==> src/rtl/lam_unit.sv <==
`default_nettype none
// ============================================================================
//  Module   : lam_unit
//  Purpose  : Load/store access unit. Accepts a memory operation from the
//             decoder, runs one request/acknowledge transaction on the
//             word-wide data-memory port, and for loads aligns/extends the
//             returned data and writes it back to the register file.
//  Ports    : clk, rst_n               - clock, async active-low reset
//             lam_control[8:0]         - {is_store, funct3, reg}
//             lam_new                  - load issued this cycle
//             alu_out, store_data      - effective address, store value
//             busy                     - stall request to the core
//             mem_req/we/addr/be/wdata - memory request (registered)
//             mem_rdata, mem_ack       - memory response
//             wb_en/wb_sel/wb_data     - register write-back (registered)
//             lam_fault                - one-cycle misalign/illegal pulse
//  Revision : 1.0 - initial release
// ============================================================================
module lam_unit #(
  parameter int ADDR_W = 32
) (
  input  logic              clk,
  input  logic              rst_n,
  input  logic [8:0]        lam_control,
  input  logic              lam_new,
  input  logic [31:0]       alu_out,
  input  logic [31:0]       store_data,
  output logic              busy,
  output logic              mem_req,
  output logic              mem_we,
  output logic [ADDR_W-1:0] mem_addr,
  output logic [3:0]        mem_be,
  output logic [31:0]       mem_wdata,
  input  logic [31:0]       mem_rdata,
  input  logic              mem_ack,
  output logic              wb_en,
  output logic [4:0]        wb_sel,
  output logic [31:0]       wb_data,
  output logic              lam_fault
);

  typedef enum logic [1:0] {
    S_IDLE  = 2'd0,
    S_REQ   = 2'd1,
    S_WB    = 2'd2,
    S_FAULT = 2'd3
  } state_t;

  state_t state;
  state_t state_nx;

  // Decoded view of the incoming operation
  logic       w_is_store;
  logic [2:0] w_funct3;
  logic [4:0] w_reg;
  logic       w_accept;
  logic       w_legal;
  logic       w_misaligned;
  logic       w_fault;
  logic [3:0] w_be;
  logic [31:0] w_wdata;

  // Operation context kept for the response phase
  logic       r_is_store;
  logic [2:0] r_funct3;
  logic [4:0] r_reg;
  logic [1:0] r_offset;

  // Load alignment
  logic [7:0]  w_byte_lane;
  logic [15:0] w_half_lane;
  logic [31:0] w_load_data;

  assign w_is_store = lam_control[8];
  assign w_funct3   = lam_control[7:5];
  assign w_reg      = lam_control[4:0];

  assign w_accept = (state == S_IDLE) && (lam_new || w_is_store);

  // Stall in the issue cycle itself, hence the combinational accept term
  assign busy = (state != S_IDLE) || w_accept;

  always_comb begin
    w_legal = 1'b0;
    if (w_is_store) begin
      w_legal = (w_funct3 == 3'b000) || (w_funct3 == 3'b001) || (w_funct3 == 3'b010);
    end else begin
      case (w_funct3)
        3'b000, 3'b001, 3'b010, 3'b100, 3'b101: w_legal = 1'b1;
        default:                                w_legal = 1'b0;
      endcase
    end
  end

  // funct3[1:0] encodes the access size: 00 byte, 01 half, 10 word
  always_comb begin
    w_misaligned = 1'b0;
    case (w_funct3[1:0])
      2'b01:   w_misaligned = alu_out[0];
      2'b10:   w_misaligned = (alu_out[1:0] != 2'b00);
      default: w_misaligned = 1'b0;
    endcase
  end

  assign w_fault = !w_legal || w_misaligned;

  always_comb begin
    w_be    = 4'b1111;
    w_wdata = store_data;
    case (w_funct3[1:0])
      2'b00: begin
        w_be    = 4'b0001 << alu_out[1:0];
        w_wdata = {4{store_data[7:0]}};
      end
      2'b01: begin
        w_be    = alu_out[1] ? 4'b1100 : 4'b0011;
        w_wdata = {2{store_data[15:0]}};
      end
      default: begin
        w_be    = 4'b1111;
        w_wdata = store_data;
      end
    endcase
  end

  always_comb begin
    w_byte_lane = mem_rdata[7:0];
    case (r_offset)
      2'd0:    w_byte_lane = mem_rdata[7:0];
      2'd1:    w_byte_lane = mem_rdata[15:8];
      2'd2:    w_byte_lane = mem_rdata[23:16];
      default: w_byte_lane = mem_rdata[31:24];
    endcase
  end

  assign w_half_lane = r_offset[1] ? mem_rdata[31:16] : mem_rdata[15:0];

  always_comb begin
    w_load_data = mem_rdata;
    case (r_funct3)
      3'b000:  w_load_data = {{24{w_byte_lane[7]}}, w_byte_lane};
      3'b001:  w_load_data = {{16{w_half_lane[15]}}, w_half_lane};
      3'b100:  w_load_data = {24'h0, w_byte_lane};
      3'b101:  w_load_data = {16'h0, w_half_lane};
      default: w_load_data = mem_rdata;
    endcase
  end

  // --------------------------------------------------------------------------
  // State machine
  // --------------------------------------------------------------------------
  always_ff @(posedge clk or negedge rst_n) begin
    if (!rst_n) begin
      state <= S_IDLE;
    end else begin
      state <= state_nx;
    end
  end

  always_comb begin
    state_nx = state;
    case (state)
      S_IDLE: begin
        if (w_accept) begin
          state_nx = w_fault ? S_FAULT : S_REQ;
        end
      end
      S_REQ: begin
        if (mem_ack) begin
          state_nx = r_is_store ? S_IDLE : S_WB;
        end
      end
      S_WB:    state_nx = S_IDLE;
      S_FAULT: state_nx = S_IDLE;
      default: state_nx = S_IDLE;
    endcase
  end

  // --------------------------------------------------------------------------
  // Operation context
  // --------------------------------------------------------------------------
  always_ff @(posedge clk or negedge rst_n) begin
    if (!rst_n) begin
      r_is_store <= 1'b0;
      r_funct3   <= 3'b000;
      r_reg      <= 5'd0;
      r_offset   <= 2'd0;
    end else if (w_accept) begin
      r_is_store <= w_is_store;
      r_funct3   <= w_funct3;
      r_reg      <= w_reg;
      r_offset   <= alu_out[1:0];
    end
  end

  // --------------------------------------------------------------------------
  // Memory port: loaded once at accept and frozen until the acknowledge
  // --------------------------------------------------------------------------
  always_ff @(posedge clk or negedge rst_n) begin
    if (!rst_n) begin
      mem_req   <= 1'b0;
      mem_we    <= 1'b0;
      mem_addr  <= '0;
      mem_be    <= 4'b0000;
      mem_wdata <= 32'h0;
    end else if (w_accept && !w_fault) begin
      mem_req   <= 1'b1;
      mem_we    <= w_is_store;
      mem_addr  <= {alu_out[ADDR_W-1:2], 2'b00};
      mem_be    <= w_be;
      mem_wdata <= w_is_store ? w_wdata : 32'h0;
    end else if ((state == S_REQ) && mem_ack) begin
      mem_req <= 1'b0;
      mem_we  <= 1'b0;
    end
  end

  // --------------------------------------------------------------------------
  // Write-back and fault reporting
  // --------------------------------------------------------------------------
  always_ff @(posedge clk or negedge rst_n) begin
    if (!rst_n) begin
      wb_en     <= 1'b0;
      wb_sel    <= 5'd0;
      wb_data   <= 32'h0;
      lam_fault <= 1'b0;
    end else begin
      // Writes to x0 still perform the read but never strobe the register file
      wb_en     <= (state == S_REQ) && mem_ack && !r_is_store && (r_reg != 5'd0);
      lam_fault <= w_accept && w_fault;
      if ((state == S_REQ) && mem_ack && !r_is_store) begin
        wb_sel  <= r_reg;
        wb_data <= w_load_data;
      end
    end
  end

endmodule
`default_nettype wire

==> config.mk <==
export PLATFORM = sky130hd
export DESIGN_NAME = lam_unit
export DESIGN_NICKNAME = d
export VERILOG_FILES = /design/src/rtl/lam_unit.sv
export SDC_FILE = /design/constraint.sdc
export NUM_CORES = 1
export LEC_CHECK = 0
export CAP_MARGIN = 20
export CORE_MARGIN = 8
export CORE_UTILIZATION = 47
export CTS_CLUSTER_DIAMETER = 150
export DETAILED_ROUTE_END_ITERATION = 12
export PLACE_DENSITY = 0.86
export REMOVE_ABC_BUFFERS = 1
export SLEW_MARGIN = 25
export SYNTH_ARGS = -nofsm -noshare
export SYNTH_HDL_FRONTEND = slang
export SYNTH_SLANG_ARGS = --single-unit
==> constraint.sdc <==
create_clock -name clk -period 5.2 [get_ports clk]
set_input_delay 0.52 -clock clk [delete_from_list [all_inputs] [get_ports clk]]
set_output_delay 0.52 -clock clk [all_outputs]
set_load 0.02 [all_outputs]
==> results of run 1 <==
## through the flow
step	power (W)	hold WS (ns)	utilization	setup WS [ns]
2_1_floorplan	0.00287	0.224	-	1.93
6_report	0.00523	0.126	0.728	2.24
5_1_grt	0.00553	0.169	0.728	2.04
4_1_cts	0.00526	0.302	0.727	1.88
3_5_place_dp	0.00407	0.462	0.675	1.44
3_3_place_gp	0.00399	0.460	0.675	1.58
## metal layers
metal	global-route usage	vias up	wire length (µm)
met5	0	-	0
met4	0.0850	0	352
met3	0.0979	33	1820
met2	0.362	284	8530
met1	0.258	2439	6950
li1	-	2317	-
## power by group
part,total (W),internal [W],switching [W]
registers,0.00170,0.00137,0.000333
logic,0.00236,0.00114,0.00122
clock network,0.00116,0.000742,0.000422
total,0.00523,0.00325,0.00198
## final cells by class
cell class | count | area [µm²] | share of cell area
Clock buffer | 21 | 470 | 0.0563
Clock inverter | 11 | 123 | 0.0147
Inverter | 7 | 26.3 | 0.00315
Multi-Input combinational cell | 371 | 2340 | 0.280
Sequential cell | 120 | 3000 | 0.360
Tap cell | 143 | 179 | 0.0214
Timing Repair Buffer | 222 | 2210 | 0.264
## synthesized netlist by cell type (all sizes together)
cell	number	area [µm²]
nand2b	1	6.26
or2	1	6.26
mux2	34	383
a21bo	1	10.0
buf	22	126
inv	6	22.5
and2	2	12.5
o2bb2ai	24	210
o21a	1	7.51
a211oi	1	20.0
mux2i	10	100
or3	7	43.8
nand3	1	10.0
nand2	83	312
a22oi	7	52.6
nor4	1	6.26
nor2	32	123
a21o	2	15.0
dfrtp	120	3000
nor2b	2	12.5
clkinv	1	3.75
nor4b	1	8.76
nor3	2	15.0
o22ai	12	75.1
a21oi	48	240
a31oi	1	6.26
mux4	1	22.5
clkbuf	16	60.1
ha	4	50.1
o211ai	17	128
o21bai	8	60.1
nand3b	1	7.51
a22o	10	87.6
o21ai	52	260
a31o	1	8.76
nand4bb	1	11.3
conb	1	3.75
## worst min path at each step
stage	startpoint	cells past startpoint	endpoint	slack, ns
after floorplan	rst_n	0	lam_fault	0.22
after CTS	rst_n	1	wb_data[5]	0.30
after global placement	wb_sel[3]	2	wb_sel[3]	0.46
final	rst_n	1	wb_data[5]	0.13
after global routing	rst_n	1	wb_data[2]	0.17
after detailed placement	wb_sel[2]	2	wb_sel[2]	0.46
## cell families (layout without fill, tap and decap cells)
family | count (synthesis) | count (layout) | synth area share
AOI/OAI and AO/OA | 185 | 185 | 0.214
buffers and inverters | 45 | 261 | 0.0385
muxes | 45 | 45 | 0.0914
other | 1 | 2 | 0.000678
adders and majority gates | 4 | 4 | 0.00905
DFF | 120 | 120 | 0.543
and+or+nand+nor | 135 | 135 | 0.104
==> run summary, run 1 <==
The number of buffers created by CTS was 17; the power density of the placed cells was 626 nW/µm². The tools report the count of clock tree sinks as 120. CTS placed an instance of sky130_fd_sc_hd__clkbuf_16 at the clock tree root. For the post-route standard cell area excluding fillers, the log shows 8350 µm². The largest registers in the layout are mem_wdata: 32 flops, wb_data: 32 flops, mem_addr: 30 flops. The run gives 792 as the count of fill cells added during filler insertion. The number of standard cells in the final layout excluding fillers is 895. The headroom to the max-slew limit is 0.387, and the final count of negative-setup-slack endpoints is 0. 0 antenna diodes ended up in the layout.

For this run, the post-layout net count is 852. The H-tree was split into 4 levels. The tools report the total global-route track usage as 0.224. In this run the vertical extent of the chip is 124 µm. The layout overhead on the synthesized area is 51.0%, and the path depth of the worst reg2reg path is 5.

The placed instances occupy a cell area of 7740 µm². Actual slew at the worst max-slew pin: 0.919 ns. The startpoint type of the worst setup path was an input pin. The total of buffers placed on input and output ports is 216. The logs give 0 for the post-CTS setup-driven buffer insertion count and 39 for the row count. The number of hold violations in the final report is 0, and the standby leakage power is 3.49 nW. Measured along the x axis, the die boundary spans 124 µm.

The synthesized area was 5530 µm²; the post-cts hold buffer count was 0. Clock skew on the completed layout was measured at 0.00913 ns. The critical path starts at lam_control[5]. Along the worst path, the maximum fanout reaches 41. The logs give 28400 µm for the first-pass GRT wire length and 0 for the final global-route overflow total. Via count of the first global-routing pass: 5434. The post-synthesis cell type count came out at 43. Number of buffers and inverters on the critical path: 3. Following the worst setup path forward leads to its endpoint at mem_we. The fraction of layout instances using a drive strength above 1 was 0.105. The number of storage elements in the synthesis netlist was 120. In the layout the commonest cells are sky130_fd_sc_hd__clkdlybuf4s50_1 (215), sky130_fd_sc_hd__dfrtp_1 (120), sky130_fd_sc_hd__nand2_1 (83). Leaving out fill and tap cells, the most frequent cell in the layout is sky130_fd_sc_hd__clkdlybuf4s50_1. The count of synthesis-stage warnings from yosys is 0, and the average vias per placed instance is 5.67. Across all register-to-register paths, the minimum setup slack is 2.65 ns. STA classifies the critical path endpoint as a register. No sink is reached through more buffers than the 2 on the longest clock path. The worst reg2reg path endpoint was mem_we. The cell with the largest stage delay on the worst path is sky130_fd_sc_hd__ha_1. Summed over all nets, the half-perimeter wirelength after detailed placement is 12800 µm.

The average wire per cell in the routed design was 19.7 µm. During I/O placement, the number of pins put on the boundary was 219. The detailed router finished its first iteration with 570 violations. The final weighted congestion in routability-driven placement is 0.842. In this run the critical register-to-register path is launched from state[0].

IR analysis of the VDD net gives a maximum drop of 0.365 mV. Synthesis produced a netlist whose cell count is 535. The logs give 0 for the total DRC errors in the routed layout and 3.25 ns for the arrival time reported for the critical path endpoint. Number of vias after detailed routing: 5073. For the finished layout, the period the worst path requires is 2.96 ns. Traced cell by cell, the critical path runs through clkdlybuf4s50_1, inv_1, ha_1, o21bai_1, a21oi_1, nand3_4, buf_4, a31o_2. The post-synthesis area per instance came out at 10.3 µm².

The number of placed instances, taps included, is 863. For this run, the detailed router's first-pass iteration total came to 5. The die covers 15500 µm². The tools report the upper clock frequency limit as 0.338 GHz. The number of antenna violations at the first check in global routing was 0. TritonCTS built the clock tree. Startpoint-to-endpoint class of the critical path: in -> reg.

At the worst endpoint, the required time is 5.49 ns. Clock-pin slew was measured on the worst setup and hold paths at 0.05 ns. The total negative setup slack came out at 0 ns. The count of nets left with antenna violations once routing finished came out at 0.

The class of the tightest hold or removal check was in -> async. The number of cells upsized or downsized after cts was 0; the count of maximum capacitance violations was 0. Setup repair after global routing left no endpoint under its margin. The kind of cell with the highest combined delay along the critical path is buffers and inverters. The run gives 0.41 ns as the clock latency of the later-clocked register in the worst-skew pair.

The run finished with clean final reports. The final max-slew violation count came out at 0. The final cycle utilization of the critical path was 0.570; the initial cell density of the core was 0.482. The portion of the post-synthesis area used by sequential elements is 0.543. The maximum number of pins on one net before global-route repair was 78. In this run the number of cells on the critical path is 8. The largest single stage delay on the critical path is 0.55 ns. The core area is 11500 µm², and the routed wire length is 17700 µm.
No activity file was read; power rests on OpenSTA's default activity.
==> run 2, diff against run 1 <==
--- a/config.mk
+++ b/config.mk
@@ -7,10 +7,10 @@
 export LEC_CHECK = 0
 export CAP_MARGIN = 20
 export CORE_MARGIN = 8
-export CORE_UTILIZATION = 47
+export CORE_UTILIZATION = 40
 export CTS_CLUSTER_DIAMETER = 150
 export DETAILED_ROUTE_END_ITERATION = 12
-export PLACE_DENSITY = 0.86
+export PLACE_DENSITY = 0.78
 export REMOVE_ABC_BUFFERS = 1
 export SLEW_MARGIN = 25
 export SYNTH_ARGS = -nofsm -noshare
==> constraint.sdc (replaced) <==
create_clock -name clk -period 2.4 [get_ports clk]
set_input_delay 0.24 -clock clk [delete_from_list [all_inputs] [get_ports clk]]
set_output_delay 0.24 -clock clk [all_outputs]
set_load 0.02 [all_outputs]
==> run summary, run 2 (same netlist as run 1, synthesis figures left out) <==
In this run the worst path has a maximum fanout of 24. The average vias per placed instance was 5.39; the core area was 13700 µm². The kind of end point of the critical path was a register.

In this run the power density over the cells is 1330 nW/µm². After the first detailed-routing iteration, the DRC count stood at 420. The number of vias after detailed routing was 5107. Row generation in the floorplan step produced 43 rows.

The fraction of power consumed by combinational cells was 0.469; the path depth of the worst reg2reg path was 4. The die is 134 µm tall. For this design the static power due to leakage is 3.58 nW. The multi-input combinational cells in the finished layout cover a total of 2330 µm². The total of buffers placed on input and output ports works out to 216.

The final layout contains 868 nets. The net switching power is 0.00436 W. Setup violations remaining at the end of the flow were counted as 0. Relative to the synthesized area, the layout overhead comes to 54.3%. In the layout the commonest cells are sky130_fd_sc_hd__clkdlybuf4s50_1 (215), sky130_fd_sc_hd__dfrtp_1 (120), sky130_fd_sc_hd__nand2_1 (83).

The proportion of total power due to net switching works out to 0.383. At the worst endpoint, the arrival time is 2.29 ns. The run gives 0 as the final global-route overflow total. The delay of the slowest cell on the worst path is 0.51 ns, and the remaining number of nets flagged by the antenna check after routing is 0.

The sequential cells in the finished layout cover a total of 3000 µm². The fraction of layout instances using a drive strength above 1 was 0.124. STA classifies the critical path startpoint as an input pin. Post-detailed-placement half-perimeter wirelength: 13600 µm. After routing the design area is 8530 µm². The number of hold violations in the final report was 0. The flow ran to the end, and the final reports show no timing, DRC or antenna violations. For the relative contribution of sequential cells to total power, the log shows 0.317. The run gives 0.403 as the initial cell density of the core. The setup path with the least slack is of type in -> reg.

The required time reported for the critical path endpoint was 2.70 ns. Final max-slew violation count: 0. Once layout is complete, the cells apart from fillers number 948. The number of clock buffers added by TritonCTS is 17. The tools report the count of maximum capacitance violations as 0. The count of fill cells added during filler insertion came out at 1116. In the final layout, the registers with the most flip-flops are mem_wdata: 32 flops, wb_data: 32 flops, mem_addr: 30 flops. The signal on the critical path passes through clkdlybuf4s50_1, inv_1, ha_1, nor4_1, a21oi_1, nand3_2, buf_12, mux2_2.

The die covers 17800 µm². At the end of routability-driven placement, the weighted congestion stood at 0.881. Setup repair after global routing left no endpoint under its margin. The tools report the total DRC errors in the routed layout as 0. The run gives 0.533 as the headroom to the max-slew limit.

Before CTS, the worst setup slack after placement is -0.0232 ns. After detailed routing, the total wire length is 18500 µm. The via count of the first global-routing pass is 5575.

The clock arrives with 0.0114 ns of skew. The actual slew at the worst max-slew pin came out at 0.696 ns. Met1 wire length: 7390 µm. The worst path meets setup with 0.413 ns of slack. In this run the top signal layer used is met4. For this design the top-level I/O count stands at 219. The tools report the number of H-tree levels as 4. Total global-route track usage: 0.211.

The average wire per cell in the routed design came out at 19.5 µm. The run gives 0 as the post-CTS setup-driven buffer insertion count. The maximum number of pins on one net before global-route repair is 60, and the clock transition at the register clock pins on the worst setup and hold paths after CTS is 0.06 ns. The x dimension of the die was 134 µm; the length of the first detailed-routing pass in iterations was 5. The min-delay analysis places its worst path in the category in -> async. Including well taps, the total number of placed cells is 915. The first global-routing pass estimated 30000 µm of wire.

Cell internal power was estimated by the tool at 0.00702 W. The minimum period implied by the final worst setup slack came out at 1.99 ns. The cell sitting at the root of the clock tree is a sky130_fd_sc_hd__clkbuf_16. For the worst-skew pair, the clock arrives at the later sink with an insertion delay of 0.42 ns. Across the VDD grid, the largest voltage drop is 0.722 mV. Static timing analysis puts the maximum clock frequency at 0.503 GHz. The worst reg2reg path endpoint is wb_data[19]. After clock tree synthesis, the repair step resized 0 gates.

The tools report the start of the worst register-to-register path as r_offset[1]. No sink is reached through more buffers than the 2 on the longest clock path. For the number of inserted diodes, the log shows 0.

TritonCTS built the clock tree. The part of the total power dissipated in the clock network is 0.214, and the number of antenna violations at the first check in global routing is 0. The run gives 120 as the count of clock tree sinks. The placed instances occupy a cell area of 7950 µm². The tools report the total met2 wirelength after detailed routing as 9040 µm. Leaving out fill and tap cells, the most frequent cell in the layout is sky130_fd_sc_hd__clkdlybuf4s50_1. Among all stages on the critical path, the largest delay is contributed by sky130_fd_sc_hd__clkdlybuf4s50_1. The final cycle utilization of the critical path is 0.828. The met3 wire length was 1770 µm; the reg2reg setup slack was 0.61 ns.
-- run 2: changes by cell type in the layout (fill, tap and decap cells not counted), sizes merged --
cell / delta
inv: +2
buf: +15
clkbuf: -2
dlygate4sd3: +1
bufinv: -1
clkinv: +1
-- run 2: worst max-delay path by stage --
| stage | start | cells after the start | to |
|---|---|---|---|
| 6_report | lam_control[5] | 8 | mem_addr[3] |
| 2_1_floorplan | lam_control[5] | 6 | mem_addr[27] |
| 3_3_place_gp | lam_control[5] | 8 | mem_addr[19] |
| 4_1_cts | state[0] | 3 | busy |
| 5_1_grt | lam_control[5] | 9 | mem_wdata[25] |
| 3_5_place_dp | lam_control[5] | 8 | mem_addr[31] |
-- run 2: area by class of cell --
type	instances	share of cell area
clock buffers	19	0.0531
clock inverters	13	0.0144
inverters	7	0.00308
multi-input cells	371	0.273
flip-flops and latches	120	0.352
well taps	180	0.0264
repair buffers	238	0.279
-- run 2: power by group through the flow --
| stage | clock [W] | combinational (W) | sequential [W] |
|---|---|---|---|
| 2_1_floorplan | 0 | 0.00165 | 0.00457 |
| 3_3_place_gp | 0 | 0.00524 | 0.00356 |
| 3_5_place_dp | 0 | 0.00538 | 0.00360 |
| 4_1_cts | 0.00248 | 0.00540 | 0.00360 |
| 5_1_grt | 0.00259 | 0.00573 | 0.00372 |
| 6_report | 0.00244 | 0.00534 | 0.00360 |
-- run 2: per-stage QoR --
stage	utilization	hold WS, ns	TNS (ns)	total power, W
finish	0.622	0.326	0	0.0114
global route	0.622	0.370	0	0.0120
CTS	0.622	0.335	0	0.0115
detailed placement	0.579	0.242	-0.256	0.00898
global placement	0.579	0.230	0	0.00881
floorplan	-	-0.0556	-37.10	0.00622
-- run 2: critical path: cells and delay by family --
family                   cells  cell delay [ns]
AO/OA/AOI/OAI                1             0.12
adder cells (fa/ha/maj)      1             0.23
buffers and inverters        3             0.79
multiplexers                 1             0.35
AND/OR/NAND/NOR              2             0.55
-- run 2: repair_timing --
| action | CTS | global route |
|---|---|---|
| hold buffers | 1 | 0 |
| setup endpoints to repair | 0 | 0 |
| hold endpoints to repair | 37 | 0 |
-- run 2: routing by layer --
| layer | track usage | up-vias |
|---|---|---|
| li1 | - | 2355 |
| met1 | 0.245 | 2460 |
| met2 | 0.348 | 266 |
| met3 | 0.0772 | 26 |
| met4 | 0.0786 | 0 |
| met5 | 0 | - |
==> run 3, diff against run 2 <==
==> constraint.sdc (replaced) <==
create_clock -name clk -period 1.63 [get_ports clk]
set_input_delay 0.163 -clock clk [delete_from_list [all_inputs] [get_ports clk]]
set_output_delay 0.163 -clock clk [all_outputs]
set_load 0.02 [all_outputs]
==> run summary, run 3 (same netlist as run 1, synthesis figures left out) <==
The worst setup path is captured at a register. The library cell used most frequently in the layout, excluding fill and tap cells, is sky130_fd_sc_hd__clkdlybuf4s50_1. No sink is reached through more buffers than the 2 on the longest clock path. Entering global routing, the biggest net connects 52 pins. Family with the most delay on the worst path: multiplexers. Walking the worst path, the cells encountered are mux4_2, a21o_2, o22ai_1, o21ai_0. The die covers 17800 µm². Data arrives at the worst endpoint at 1.94 ns. The count of fill cells added during filler insertion was 1086. Across the run, the number of max-cap violations was 0.

The tools report the total global-route track usage as 0.212. The fraction of layout instances using a drive strength above 1 is 0.161, and the total of buffers placed on input and output ports is 216. Global routing finished with a remaining overflow of 0. The logs give 1.00 mV for the worst ir drop on vdd and 0 for the number of hold violations in the final report. The upper clock frequency limit was 0.600 GHz. For the total power draw, the log shows 0.0170 W. Setup repair after global routing could not meet its margin everywhere. The worst setup path is launched from a register. CTS built an H-tree with a depth of 4.

The die height works out to 134 µm. Once detail routing completed, the nets flagged for antenna violations numbered 0. The clock transition at the register clock pins on the worst setup and hold paths after CTS was 0.05 ns. The final weighted congestion in routability-driven placement was 0.890; the minimum period implied by the final worst setup slack was 1.67 ns. Using the TritonRoute via totals, the vias-per-cell ratio works out to 5.37. For the number of buffers created by CTS, the log shows 17. Class of the tightest hold or removal check: in -> async. Along the worst path, the maximum fanout reaches 8.

From left edge to right edge, the die measures 134 µm. The number of DRC markers after the initial detailed-route iteration came out at 316. Timing analysis after detailed placement gives a worst setup slack of -0.676 ns. The tools report the length of the first detailed-routing pass in iterations as 5. The floorplan has 43 rows. The tools report the first-pass GRT wire length as 30100 µm. The number of cells on the worst reg-to-reg path is 4.

Once detailed placement completed, the half-perimeter wirelength came to 13700 µm. The utilization of the core after routing is 0.650. The logs give 0.403 for the initial cell density of the core and -0.552 ns for the total negative setup slack. The critical path runs through a total of 4 cells.

Together, buffers and inverters on the worst path number 0. The run gives 19000 µm as the routed wire length. The flow ran to the end, but the final reports show violations. Setup violations remaining at the end of the flow were counted as 28.

The core region is 13700 µm². After detailed routing, the number of remaining DRC violations is 0. The clock reaches the later pin of the worst-skew pair after 0.41 ns.

The layout net count is 898. The tools report the via count of the first global-routing pass as 5731. The standby leakage power is 3.83 nW.

On the final layout, the worst clock skew is 0.00556 ns. The area growth from synthesis to layout is 61.2%. The power density of the placed cells came out at 1910 nW/µm². The top cell types in the final layout, fill and taps aside, are sky130_fd_sc_hd__clkdlybuf4s50_1 (208), sky130_fd_sc_hd__dfrtp_1 (120), sky130_fd_sc_hd__nand2_1 (83). The largest single stage delay on the critical path is 0.58 ns. Dividing the detail-routed wire length by the instance count gives 19.5 µm. The clock tree root driver cell is sky130_fd_sc_hd__clkbuf_16.

The tools report the final max-slew violation count as 0. The cell with the largest stage delay on the worst path was sky130_fd_sc_hd__mux4_2. The startpoint-to-endpoint class of the critical path was reg -> reg.

TritonCTS built the clock tree. The largest registers in the layout are mem_wdata: 32 flops, wb_data: 32 flops, mem_addr: 30 flops. For the worst path setup slack after routing, the log shows -0.0364 ns.

The final cycle utilization of the critical path works out to 1.02. The checks that failed: setup timing. 219 I/O pins were placed. The final route contains 5238 vias.

Count of clock tree sinks: 120. Required time reported for the critical path endpoint: 1.91 ns. Number of antenna violations at the first check in global routing: 0.
[run 3: cell count changes in the layout (fill, tap and decap cells not counted), sizes merged]
cell	before	now
buf	22	51
diode	0	1
inv	8	6
clkinv	7	6
clkinvlp	4	0
clkbuf	19	26
clkdlybuf4s50	215	208
dlymetal6s2s	0	4
dlygate4sd2	0	2
bufinv	1	0
[run 3: worst paths after layout]
check                               start            end  slack [ns]
setup / recovery              r_offset[1]    wb_data[12]       -0.04
hold / removal                      rst_n       r_reg[3]        0.15
setup reg to reg              r_offset[1]    wb_data[12]       -0.04
hold reg to reg                wb_data[5]     wb_data[5]        0.48
max in group asynchronous           rst_n  mem_wdata[30]        0.96
min in group clk           lam_control[5]    r_funct3[0]        0.20
[run 3: layout make-up]
cell class,count,area (µm²),share of cell area
sequential,120,3000,0.337
clock buffer,24,472,0.0529
inverter,7,26.3,0.00295
timing repair buffer,268,2750,0.309
clock inverter,5,25.0,0.00281
tap,180,225,0.0253
antenna,1,2.50,0.000281
multi-input combinational,371,2410,0.270
[run 3: routing by layer]
| layer | up-vias | share of wire | track usage | routed length, µm |
|---|---|---|---|---|
| li1 | 2414 | - | - | - |
| met1 | 2521 | 0.40 | 0.245 | 7660 |
| met2 | 270 | 0.48 | 0.352 | 9170 |
| met3 | 33 | 0.094 | 0.0794 | 1780 |
| met4 | 0 | 0.020 | 0.0730 | 378 |
| met5 | - | 0 | 0 | 0 |
[run 3: metrics by stage]
| stage | area [µm²] | instances | hold slack [ns] |
|---|---|---|---|
| global route | 8910 | 975 | 0.160 |
| detailed placement | 8180 | 939 | 0.0286 |
| CTS | 8850 | 975 | 0.133 |
| global placement | 8180 | 939 | 0.0227 |
| floorplan | 5350 | 498 | -0.133 |
| finish | 8920 | 976 | 0.148 |
[run 3: worst register-to-register path, cell delays in order, from the launching register on]
cell	delay [ns]
sky130_fd_sc_hd__dfrtp_1	0.39
sky130_fd_sc_hd__mux4_2	0.58
sky130_fd_sc_hd__a21o_2	0.29
sky130_fd_sc_hd__o22ai_1	0.17
sky130_fd_sc_hd__o21ai_0	0.10
[run 3: power by group]
part | switching, W | internal (W)
clock network | 0.00122 | 0.00198
logic | 0.00422 | 0.00422
registers | 0.000979 | 0.00438
total | 0.00642 | 0.0106
[run 3: timing repair]
action | in CTS | in global routing
gates resized for setup | 26 | 29
pin swaps | 6 | 11
setup endpoints to repair | 87 | 88
buffers inserted | 4 | 0
cloned | 2 | 2
hold endpoints to repair | 120 | 0
hold buffers | 1 | 0
